==> src/rtl/ps2_mouse_sequencer_if.sv <==
// Command/receive handshake between the mouse sequencer and the PS/2 transceiver.
interface ps2_mouse_sequencer_if;
  logic [7:0] the_command;
  logic       send_command;
  logic       command_was_sent;
  logic       error_communication_timed_out;
  logic [7:0] received_data;
  logic       received_data_en;

  modport master (
    output the_command, send_command,
    input  command_was_sent, error_communication_timed_out, received_data, received_data_en
  );
  modport slave (
    input  the_command, send_command,
    output command_was_sent, error_communication_timed_out, received_data, received_data_en
  );
endinterface

==> src/rtl/ps2_mouse_sequencer.sv <==
// PS/2 mouse bring-up (reset, sample rate, enable) followed by 3-byte stream packet
// decode, with a single host-issued command slot while streaming.
module ps2_mouse_sequencer #(
  parameter int unsigned POWERUP_CYCLES = 5_000_000,
  parameter int unsigned RESP_TIMEOUT   = 1_250_000,
  parameter int unsigned BAT_TIMEOUT    = 50_000_000,
  parameter int unsigned BYTE_GAP       = 1_000_000,
  parameter int unsigned MAX_RETRY      = 3,
  parameter logic [7:0]  SAMPLE_RATE    = 8'd100
) (
  input  logic                         CLOCK_50,
  input  logic                         reset_n,
  ps2_mouse_sequencer_if.master        xcvr,
  input  logic                         host_cmd_req,
  input  logic [7:0]                   host_cmd_byte,
  output logic                         host_cmd_done,
  output logic                         host_cmd_ok,
  output logic                         mouse_ready,
  output logic                         init_error,
  output logic [8:0]                   dx,
  output logic [8:0]                   dy,
  output logic [2:0]                   buttons,
  output logic                         x_ovf,
  output logic                         y_ovf,
  output logic                         packet_valid
);
  typedef enum logic [3:0] {
    S_POWERUP, S_SEND, S_GAP, S_WAIT_ACK, S_WAIT_BAT,
    S_STREAM, S_HOST_SEND, S_HOST_WAIT, S_ERROR
  } state_e;

  localparam logic [7:0] MAX_R = 8'(MAX_RETRY);

  state_e      state_q;
  logic [31:0] tmr_q;
  logic [7:0]  retry_q, cmd_q, b0_q, b1_q;
  logic [1:0]  step_q, idx_q;
  logic        bat_aa_q, armed_q, send_q, done_q, ok_q, ready_q, err_q, pv_q, xo_q, yo_q;
  logic [8:0]  dx_q, dy_q;
  logic [2:0]  btn_q;
  logic [7:0]  init_byte;

  wire       rx_en = xcvr.received_data_en;
  wire [7:0] rx    = xcvr.received_data;

  always_comb begin
    case (step_q)
      2'd0:    init_byte = 8'hFF;
      2'd1:    init_byte = 8'hF3;
      2'd2:    init_byte = SAMPLE_RATE;
      default: init_byte = 8'hF4;
    endcase
  end

  always_ff @(posedge CLOCK_50 or negedge reset_n) begin
    if (!reset_n) begin
      state_q <= S_POWERUP; tmr_q <= '0; retry_q <= '0; cmd_q <= '0;
      b0_q <= '0; b1_q <= '0; step_q <= '0; idx_q <= '0; bat_aa_q <= 1'b0;
      armed_q <= 1'b0; send_q <= 1'b0; done_q <= 1'b0; ok_q <= 1'b0;
      ready_q <= 1'b0; err_q <= 1'b0; pv_q <= 1'b0; xo_q <= 1'b0; yo_q <= 1'b0;
      dx_q <= '0; dy_q <= '0; btn_q <= '0;
    end else begin
      done_q <= 1'b0;
      pv_q   <= 1'b0;
      tmr_q  <= tmr_q + 32'd1;
      if (!host_cmd_req) armed_q <= 1'b1;
      case (state_q)
        S_POWERUP:
          if (tmr_q == POWERUP_CYCLES) begin state_q <= S_SEND; tmr_q <= '0; end
        S_SEND:
          // Byte is latched with the request so it cannot move while send is high.
          if (!send_q) begin
            send_q <= 1'b1; cmd_q <= init_byte;
          end else if (xcvr.command_was_sent) begin
            send_q <= 1'b0; state_q <= S_WAIT_ACK; tmr_q <= '0;
          end else if (xcvr.error_communication_timed_out) begin
            send_q <= 1'b0; retry_q <= retry_q + 8'd1; state_q <= S_GAP;
          end
        S_GAP: begin
          tmr_q   <= '0;
          state_q <= (retry_q >= MAX_R) ? S_ERROR : S_SEND;
          err_q   <= (retry_q >= MAX_R);
        end
        S_WAIT_ACK:
          if (rx_en && rx == 8'hFA) begin
            retry_q <= '0; tmr_q <= '0;
            case (step_q)
              2'd0:    begin state_q <= S_WAIT_BAT; bat_aa_q <= 1'b0; end
              2'd3:    begin state_q <= S_STREAM; ready_q <= 1'b1; idx_q <= '0; end
              default: begin step_q <= step_q + 2'd1; state_q <= S_SEND; end
            endcase
          end else if ((rx_en && rx == 8'hFE) || tmr_q == RESP_TIMEOUT) begin
            retry_q <= retry_q + 8'd1; state_q <= S_GAP;
          end
        S_WAIT_BAT:
          if (rx_en && rx == 8'hAA) begin
            bat_aa_q <= 1'b1;
          end else if (rx_en && bat_aa_q && rx == 8'h00) begin
            step_q <= 2'd1; state_q <= S_SEND; tmr_q <= '0;
          end else if ((rx_en && rx == 8'hFC) || tmr_q == BAT_TIMEOUT) begin
            step_q <= 2'd0; retry_q <= retry_q + 8'd1; state_q <= S_GAP;
          end
        S_STREAM:
          if (rx_en) begin
            tmr_q <= '0;
            case (idx_q)
              2'd0: if (rx[3]) begin b0_q <= rx; idx_q <= 2'd1; end
              2'd1: begin b1_q <= rx; idx_q <= 2'd2; end
              default: begin
                dx_q <= {b0_q[4], b1_q}; dy_q <= {b0_q[5], rx};
                btn_q <= b0_q[2:0]; xo_q <= b0_q[6]; yo_q <= b0_q[7];
                pv_q <= 1'b1; idx_q <= 2'd0;
              end
            endcase
          end else if (idx_q == 2'd0 && host_cmd_req && armed_q) begin
            armed_q <= 1'b0; state_q <= S_HOST_SEND; tmr_q <= '0;
          end else if (tmr_q == BYTE_GAP) begin
            // Saturate so an idle link never wraps the gap timer.
            tmr_q <= tmr_q; idx_q <= 2'd0;
          end
        S_HOST_SEND:
          if (!send_q) begin
            send_q <= 1'b1; cmd_q <= host_cmd_byte;
          end else if (xcvr.command_was_sent) begin
            send_q <= 1'b0; state_q <= S_HOST_WAIT; tmr_q <= '0;
          end else if (xcvr.error_communication_timed_out) begin
            send_q <= 1'b0; done_q <= 1'b1; ok_q <= 1'b0;
            state_q <= S_STREAM; idx_q <= '0; tmr_q <= '0;
          end
        S_HOST_WAIT:
          // Host commands are not retried; any failure is reported through ok=0.
          if (rx_en && rx == 8'hFA) begin
            done_q <= 1'b1; ok_q <= 1'b1; state_q <= S_STREAM; idx_q <= '0; tmr_q <= '0;
          end else if ((rx_en && rx == 8'hFE) || tmr_q == RESP_TIMEOUT) begin
            done_q <= 1'b1; ok_q <= 1'b0; state_q <= S_STREAM; idx_q <= '0; tmr_q <= '0;
          end
        S_ERROR:  tmr_q <= tmr_q;
        default:  state_q <= S_ERROR;
      endcase
    end
  end

  assign xcvr.the_command  = cmd_q;
  assign xcvr.send_command = send_q;
  assign host_cmd_done     = done_q;
  assign host_cmd_ok       = ok_q;
  assign mouse_ready       = ready_q;
  assign init_error        = err_q;
  assign dx                = dx_q;
  assign dy                = dy_q;
  assign buttons           = btn_q;
  assign x_ovf             = xo_q;
  assign y_ovf             = yo_q;
  assign packet_valid      = pv_q;
endmodule
==> src/flat_wrapper.sv <==
// flat-port wrapper written by rule: the top's interface ports become plain ports
module ps2_mouse_sequencer_flat 
#(
  parameter int unsigned POWERUP_CYCLES = 5_000_000,
  parameter int unsigned RESP_TIMEOUT   = 1_250_000,
  parameter int unsigned BAT_TIMEOUT    = 50_000_000,
  parameter int unsigned BYTE_GAP       = 1_000_000,
  parameter int unsigned MAX_RETRY      = 3,
  parameter logic [7:0]  SAMPLE_RATE    = 8'd100
)
  (CLOCK_50, reset_n, host_cmd_req, host_cmd_byte, host_cmd_done, host_cmd_ok, mouse_ready, init_error, dx, dy, buttons, x_ovf, y_ovf, packet_valid, xcvr_the_command, xcvr_send_command, xcvr_command_was_sent, xcvr_error_communication_timed_out, xcvr_received_data, xcvr_received_data_en);
  ps2_mouse_sequencer_if xcvr_i ();
  input  logic CLOCK_50;
  input  logic reset_n;
  input  logic host_cmd_req;
  input  logic [7:0] host_cmd_byte;
  output logic host_cmd_done;
  output logic host_cmd_ok;
  output logic mouse_ready;
  output logic init_error;
  output logic [8:0] dx;
  output logic [8:0] dy;
  output logic [2:0] buttons;
  output logic x_ovf;
  output logic y_ovf;
  output logic packet_valid;
  output wire logic [$bits(xcvr_i.the_command)-1:0] xcvr_the_command;
  output wire logic [$bits(xcvr_i.send_command)-1:0] xcvr_send_command;
  input wire logic [$bits(xcvr_i.command_was_sent)-1:0] xcvr_command_was_sent;
  input wire logic [$bits(xcvr_i.error_communication_timed_out)-1:0] xcvr_error_communication_timed_out;
  input wire logic [$bits(xcvr_i.received_data)-1:0] xcvr_received_data;
  input wire logic [$bits(xcvr_i.received_data_en)-1:0] xcvr_received_data_en;
  assign xcvr_the_command = xcvr_i.the_command;
  assign xcvr_send_command = xcvr_i.send_command;
  assign xcvr_i.command_was_sent = xcvr_command_was_sent;
  assign xcvr_i.error_communication_timed_out = xcvr_error_communication_timed_out;
  assign xcvr_i.received_data = xcvr_received_data;
  assign xcvr_i.received_data_en = xcvr_received_data_en;
  ps2_mouse_sequencer #(.POWERUP_CYCLES(POWERUP_CYCLES), .RESP_TIMEOUT(RESP_TIMEOUT), .BAT_TIMEOUT(BAT_TIMEOUT), .BYTE_GAP(BYTE_GAP), .MAX_RETRY(MAX_RETRY), .SAMPLE_RATE(SAMPLE_RATE)) u_core (.CLOCK_50(CLOCK_50), .reset_n(reset_n), .xcvr(xcvr_i), .host_cmd_req(host_cmd_req), .host_cmd_byte(host_cmd_byte), .host_cmd_done(host_cmd_done), .host_cmd_ok(host_cmd_ok), .mouse_ready(mouse_ready), .init_error(init_error), .dx(dx), .dy(dy), .buttons(buttons), .x_ovf(x_ovf), .y_ovf(y_ovf), .packet_valid(packet_valid));
endmodule
==> config.mk <==
export PLATFORM = sky130hd
export DESIGN_NAME = ps2_mouse_sequencer_flat
export DESIGN_NICKNAME = d
export VERILOG_FILES = /design/src/rtl/ps2_mouse_sequencer_if.sv /design/src/rtl/ps2_mouse_sequencer.sv /design/src/flat_wrapper.sv
export SDC_FILE = /design/constraint.sdc
export NUM_CORES = 1
export LEC_CHECK = 0
export ABC_CLOCK_PERIOD_IN_PS = 2490
export BUFFER_PORTS_ARGS = -buffer_cell sky130_fd_sc_hd__buf_2
export CORE_UTILIZATION = 53
export DETAILED_ROUTE_END_ITERATION = 10
export PLACE_DENSITY = 0.8
export SLEW_MARGIN = 20
export SYNTH_ARGS = -nofsm -noshare
export SYNTH_HDL_FRONTEND = slang
export SYNTH_SLANG_ARGS = --single-unit
==> constraint.sdc <==
create_clock -name CLOCK_50 -period 2.49 [get_ports CLOCK_50]
set_clock_uncertainty 0.1 [all_clocks]
set_input_delay 0.1245 -clock CLOCK_50 [delete_from_list [all_inputs] [get_ports CLOCK_50]]
set_output_delay 0.1245 -clock CLOCK_50 [all_outputs]
set_load 0.02 [all_outputs]
## Yosys cells after proc, flatten, opt, wreduce, memory -nomap -nowiden

Cells that the tools add are included.

- Order comparisons: 1
- Reduce and logical (&&, ||, !) cells: 34
- Add/sub/neg operators: 3
- Muxes and demuxes: 92
- Eq/ne operators: 48
- Bitwise operators: 2

Operators with widths:

| cell | number |
|---|---|
| 32-bit 2-to-1 mux | 14 |
| 32-bit one-hot mux with 9 select lines | 1 |
| 8-bit 2-to-1 mux | 10 |
| 4-bit 2-to-1 mux | 17 |
| 8-bit one-hot mux with 3 select lines | 2 |
| 4-bit one-hot mux with 9 select lines | 1 |
| 32-bit by 1-bit adder with 32-bit output, second input constant | 1 |
| 32-bit by 20-bit == test with 1-bit output, second input constant | 1 |
| 32-bit by 21-bit == test with 1-bit output, second input constant | 1 |
| 32-bit by 23-bit == test with 1-bit output, second input constant | 1 |
| 32-bit by 26-bit == test with 1-bit output, second input constant | 1 |
| 8-bit == test, second input constant | 4 |
| 2-bit 2-to-1 mux | 16 |
| 2-bit != test, second input constant | 12 |
| 1-bit 2-to-1 mux | 23 |
| 4-bit by 3-bit == test with 1-bit output, second input constant | 4 |
| 8-bit one-hot mux with 2 select lines | 1 |
| 2-bit by 1-bit != test with 1-bit output, second input constant | 7 |
| 12-bit AND reduction | 1 |
| 3-bit AND reduction | 4 |
| 10-bit AND reduction | 1 |
| 5-bit AND reduction | 2 |
| 3-bit by 1-bit != test with 1-bit output, second input constant | 3 |
| 3-bit != test, second input constant | 3 |
| other kinds (28) | 49 |

- Register bits: 103
- Input port bits: 22
- Output and inout port bits: 37

## Depth between registers and ports, before layout

- Word-level depth: 7
- Depth in mapped cells: 9

## Least setup slack after synthesis

No wires, ideal clock.

- Path type: register to register
- Start: reg u_core.tmr_q[0]
- End: reg u_core.state_q[0]
- Data required time: 2,265 ps
- Arrival: 2,153 ps
- Setup slack: 112 ps
- Period minus slack after synthesis: 2,378 ps
- Stages on the path, launching flop included: 9
- Cell sequence: dfrtp_1 > inv_1 > ha_1 > nor4b_4 > nand4_2 > o31ai_4 > o22ai_1 > nor4_2 > mux2_2

- Longest elaborated chain between the ends: 4
- Elaborated cells on any way between the ends: 10
- Those cells by class: eq/ne: 7; reduce/logical: 3

RTL lines:

| element | line | text |
|---|---|---|
| from (decl) | ps2_mouse_sequencer.sv:35 | `logic [31:0] tmr_q;` |
| from (signal assigned) | ps2_mouse_sequencer.sv:65 | `tmr_q <= tmr_q + 32'd1;` |
| from (signal assigned) | ps2_mouse_sequencer.sv:137 | `S_ERROR: tmr_q <= tmr_q;` |
| 32-bit by 21-bit == test with 1-bit output or 32-bit by 26-bit == test with 1-bit output (tied branches) | ps2_mouse_sequencer.sv:92, ps2_mouse_sequencer.sv:134, ps2_mouse_sequencer.sv:100 |  |
| 1-bit logical OR (on tied branches) | ps2_mouse_sequencer.sv:92, ps2_mouse_sequencer.sv:134, ps2_mouse_sequencer.sv:100 |  |
| 3-bit by 1-bit != test with 1-bit output (no line) | - |  |
| 12-bit AND reduction (no line) (*) | - |  |
| to (signal assigned) | ps2_mouse_sequencer.sv:81 | `state_q <= (retry_q >= MAX_R) ? S_ERROR : S_SEND;` |
| to (decl) | ps2_mouse_sequencer.sv:34 | `state_e state_q;` |

Every way passes the cells marked *; elsewhere a longest branch is shown, timed or not.
A chain may end at the register's enable or synchronous reset.

## Worst setup path after layout

- Start: reg u_core.tmr_q[1]
- End: reg u_core.state_q[2]

The elaborated chain is that of the path after synthesis.

==> flow_metrics.tcl <==
set metrics [dict create \
    async_flop_share 1.00 \
    arrival_ns 2.64 \
    port_buffers 58 \
    setup_viol 0 \
    power_density_mw_per_mm2 455 \
    slowest_delay_ns 0.39 \
    dpl_worst_slack_ns -0.115 \
    cts_max_path_buffers 2 \
    tightest_slew_ns 0.663 \
    fillers 685 \
    yosys_warnings 0 \
    layout_setup_ws_ns 0.0115 \
    syn-mean-instance-area_um2 10.5 \
    end_kind "flop" \
    worstSetupPathType "flop to flop" \
    synthTopCellsByArea "dfrtp_1 49%, mux2_2 9.4%, xor2_1 3.9%" \
    antenna_found_initial 0 \
    vias 4271 \
    cap_violations 0 \
    finalHoldViolations 0 \
    h-tree-depth 3 \
    yosysMostFrequentCell "dfrtp_1" \
    critPathMaxFanout 4 \
    worstSkewPairLatency_ns 0.38 \
    drive_gt1_frac 0.326 \
    ios 59 \
    synth_compound_area_frac 0.0912 \
    route.detailed.drc 0 \
    finalMaxSlewViolations 0 \
    yosysTopAreaCell "dfrtp_1" \
    yosysSeqAreaShare 0.493 \
    syn_nets 521 \
    wl_per_cell_um 17.0 \
    rsz0062_at_grt "yes" \
    start_util 0.555 \
    rows 35 \
    status "finished clean" \
    ir_drop_mv 0.391 \
    die_x_um 101 \
    holdWs_ns 0.0211 \
    period_needed_ns 2.48 \
    crit_chain "inv_1 > ha_1 > nor4b_4 > nand4_4 > o31ai_4 > o22ai_2 > nor4_4 > mux2_2" \
    cts_inserted_buffers 9 \
    layout.nets 629 \
    grt_max_degree 54 \
    yosysTopAreaCellShare 0.493 \
    die_area_mm2 0.0102 \
    clkTransAtPathRegs_ns 0.09 \
    gp_congestion 0.911 \
    die_y_um 101 \
    ys_ff_latch 102 \
    synthSimpleGateAreaFrac 0.226 \
    dp_hpwl_um 8520 \
    synthesis.area_mm2 0.00517 \
    synth_fa_ha_area_frac 0.0194 \
    synthDistinctLibCells 59 \
    leakagePower_nw 3.10 \
    synth_commonest_cells "102 x dfrtp_1, 50 x nor2_1, 43 x mux2_2" \
    coreArea_mm2 0.00933 \
    relSlewSlack 0.555 \
    finalWirelength_um 12500 \
    track_usage 0.257 \
    grt_pass1_vias 4224 \
    viasPerCell 5.83 \
    postSynthCellCount 491 \
    hp-class "primary input to flop" \
    crit_path_top_delay_cell "dfrtp_1" \
    clock_sinks 102 \
    max_freq_mhz 403 \
    rr_worst_depth 8 \
    synthMuxAreaShare 0.0936 \
    min_period_over_period 0.995 \
    antenna_left 0 \
    hold_path_depth 2 \
    cts-root-buf "clkbuf_8" \
    fin_util 0.692 \
    gr-total-overflow 0 \
    regArea_mm2 0.00255 \
    grt_pass1_wl_um 20200 \
    worstPathRequired_ns 2.65 \
    drt-pass1-iter-count 4 \
    area_growth_pct 24.8 \
    cts_tree "built" \
    synth_top_family_by_area "simple AND/OR/NAND/NOR gates" \
    drt_iter0_markers 154 \
    yosys_most_used_dff "dfrtp_1" \
    critPathLaunchType "flop" \
    synth_xor_area_frac 0.0508 \
    synth_edf_count 0 \
    multi_input_comb_area_mm2 0.00265 \
    antennaDiodeCount 0 \
]
-- per-layer routing --
metal,global-route usage,routed length [um],vias to the layer above
met4,0.0970,258,0
met2,0.448,6520,121
li1,-,-,1998
met3,0.0555,535,24
met5,0,0,-
met1,0.313,5140,2128
-- critical path: cells and delay by family (launching register included) --
family	cells	cell delay [ns]
adders and majority gates	1	0.15
DFF	1	0.39
AOI/OAI and AO/OA	2	0.53
muxes	1	0.37
buffers and inverters	1	0.08
and+or+nand+nor	3	0.74
-- sequential cells by signal, indices dropped and copies added, names as in the netlist --
register                  flops
u_core.retry_q                8
u_core.x_ovf                  1
u_core.b1_q                   8
u_core.dx                     9
u_core.step_q                 2
u_core.armed_q                1
u_core.mouse_ready            1
u_core.xcvr.send_command      1
u_core.host_cmd_done          1
u_core.dy                     9
u_core.idx_q                  2
u_core.init_error             1
u_core.bat_aa_q               1
u_core.b0_q                   7
u_core.buttons                3
u_core.host_cmd_ok            1
u_core.y_ovf                  1
u_core.state_q                4
u_core.packet_valid           1
u_core.tmr_q                 32
u_core.xcvr.the_command       8
-- metrics by stage --
stage	setup TNS, ns	instance area [um^2]	cells	power (mW)
after floorplan	0	5170	491	1.70
after global placement	0	5850	697	1.76
after detailed placement	-0.514	5850	697	1.77
after CTS	0	6290	730	2.96
after global routing	-0.418	6450	733	3.04
final	0	6450	733	2.94
-- worst paths after layout --
path,startpoint,end,slack [ns]
min in group asynchronous,reset_n,u_core.dx[3],0.21
worst min register to register,u_core.mouse_ready,u_core.mouse_ready,0.36
worst min-delay path,xcvr_received_data[2],u_core.dy[2],0.02
max in group asynchronous,reset_n,u_core.tmr_q[7],1.36
worst max register to register,u_core.tmr_q[1],u_core.state_q[2],0.01
worst max-delay path,u_core.tmr_q[1],u_core.state_q[2],0.01
-- logic make-up (layout without fill, tap and decap cells) --
logic type               Yosys count  in the layout
AO/OA/AOI/OAI                     69             69
multiplexers                      43             43
AND/OR/NAND/NOR                  208            208
XOR/XNOR                          30             30
buffers and inverters             31            144
adder cells (fa/ha/maj)            8              8
flip-flops                       102            102
-- timing repair --
action / 4_1_cts / 5_1_grt
gates cloned: 0 / 1
setup buffers: 0 / 2
hold buffers: 17 / 0
pin swaps: 3 / 13
endpoints found under the hold margin: 76 / 0
setup endpoints to repair: 12 / 41
gates resized for setup: 8 / 26
-- area by class of cell --
cell class,instances,share of cell area
multi-input combinational,358,0.410
clock inverter,4,0.0120
timing repair buffer,115,0.125
clock buffer,12,0.0240
tap,129,0.0250
inverter,13,0.00756
sequential,102,0.396
-- power by group --
part | total, mW | internal [mW] | leakage [nW] | switching, mW
combinational | 0.0986 | 0.0383 | 1.63 | 0.0603
sequential | 1.65 | 1.65 | 1.36 | 0.0000000000000000186
clock | 1.18 | 0.627 | 0.117 | 0.555
-- cell usage in the layout (no fill, tap or decap), types with 11 or more instances in the layout --
cell / instances
buf_2: 57
nor2_1: 49
mux2_2: 43
buf_4: 37
o21ai_0: 17
dfrtp_1: 101
nand4_1: 11
nor3_1: 20
dlygate4sd3_1: 17
nand3_1: 23
inv_1: 13
nand2_1: 35
clkbuf_8: 11
xor2_1: 23
Note: power is estimated with default switching activity, not from simulation.
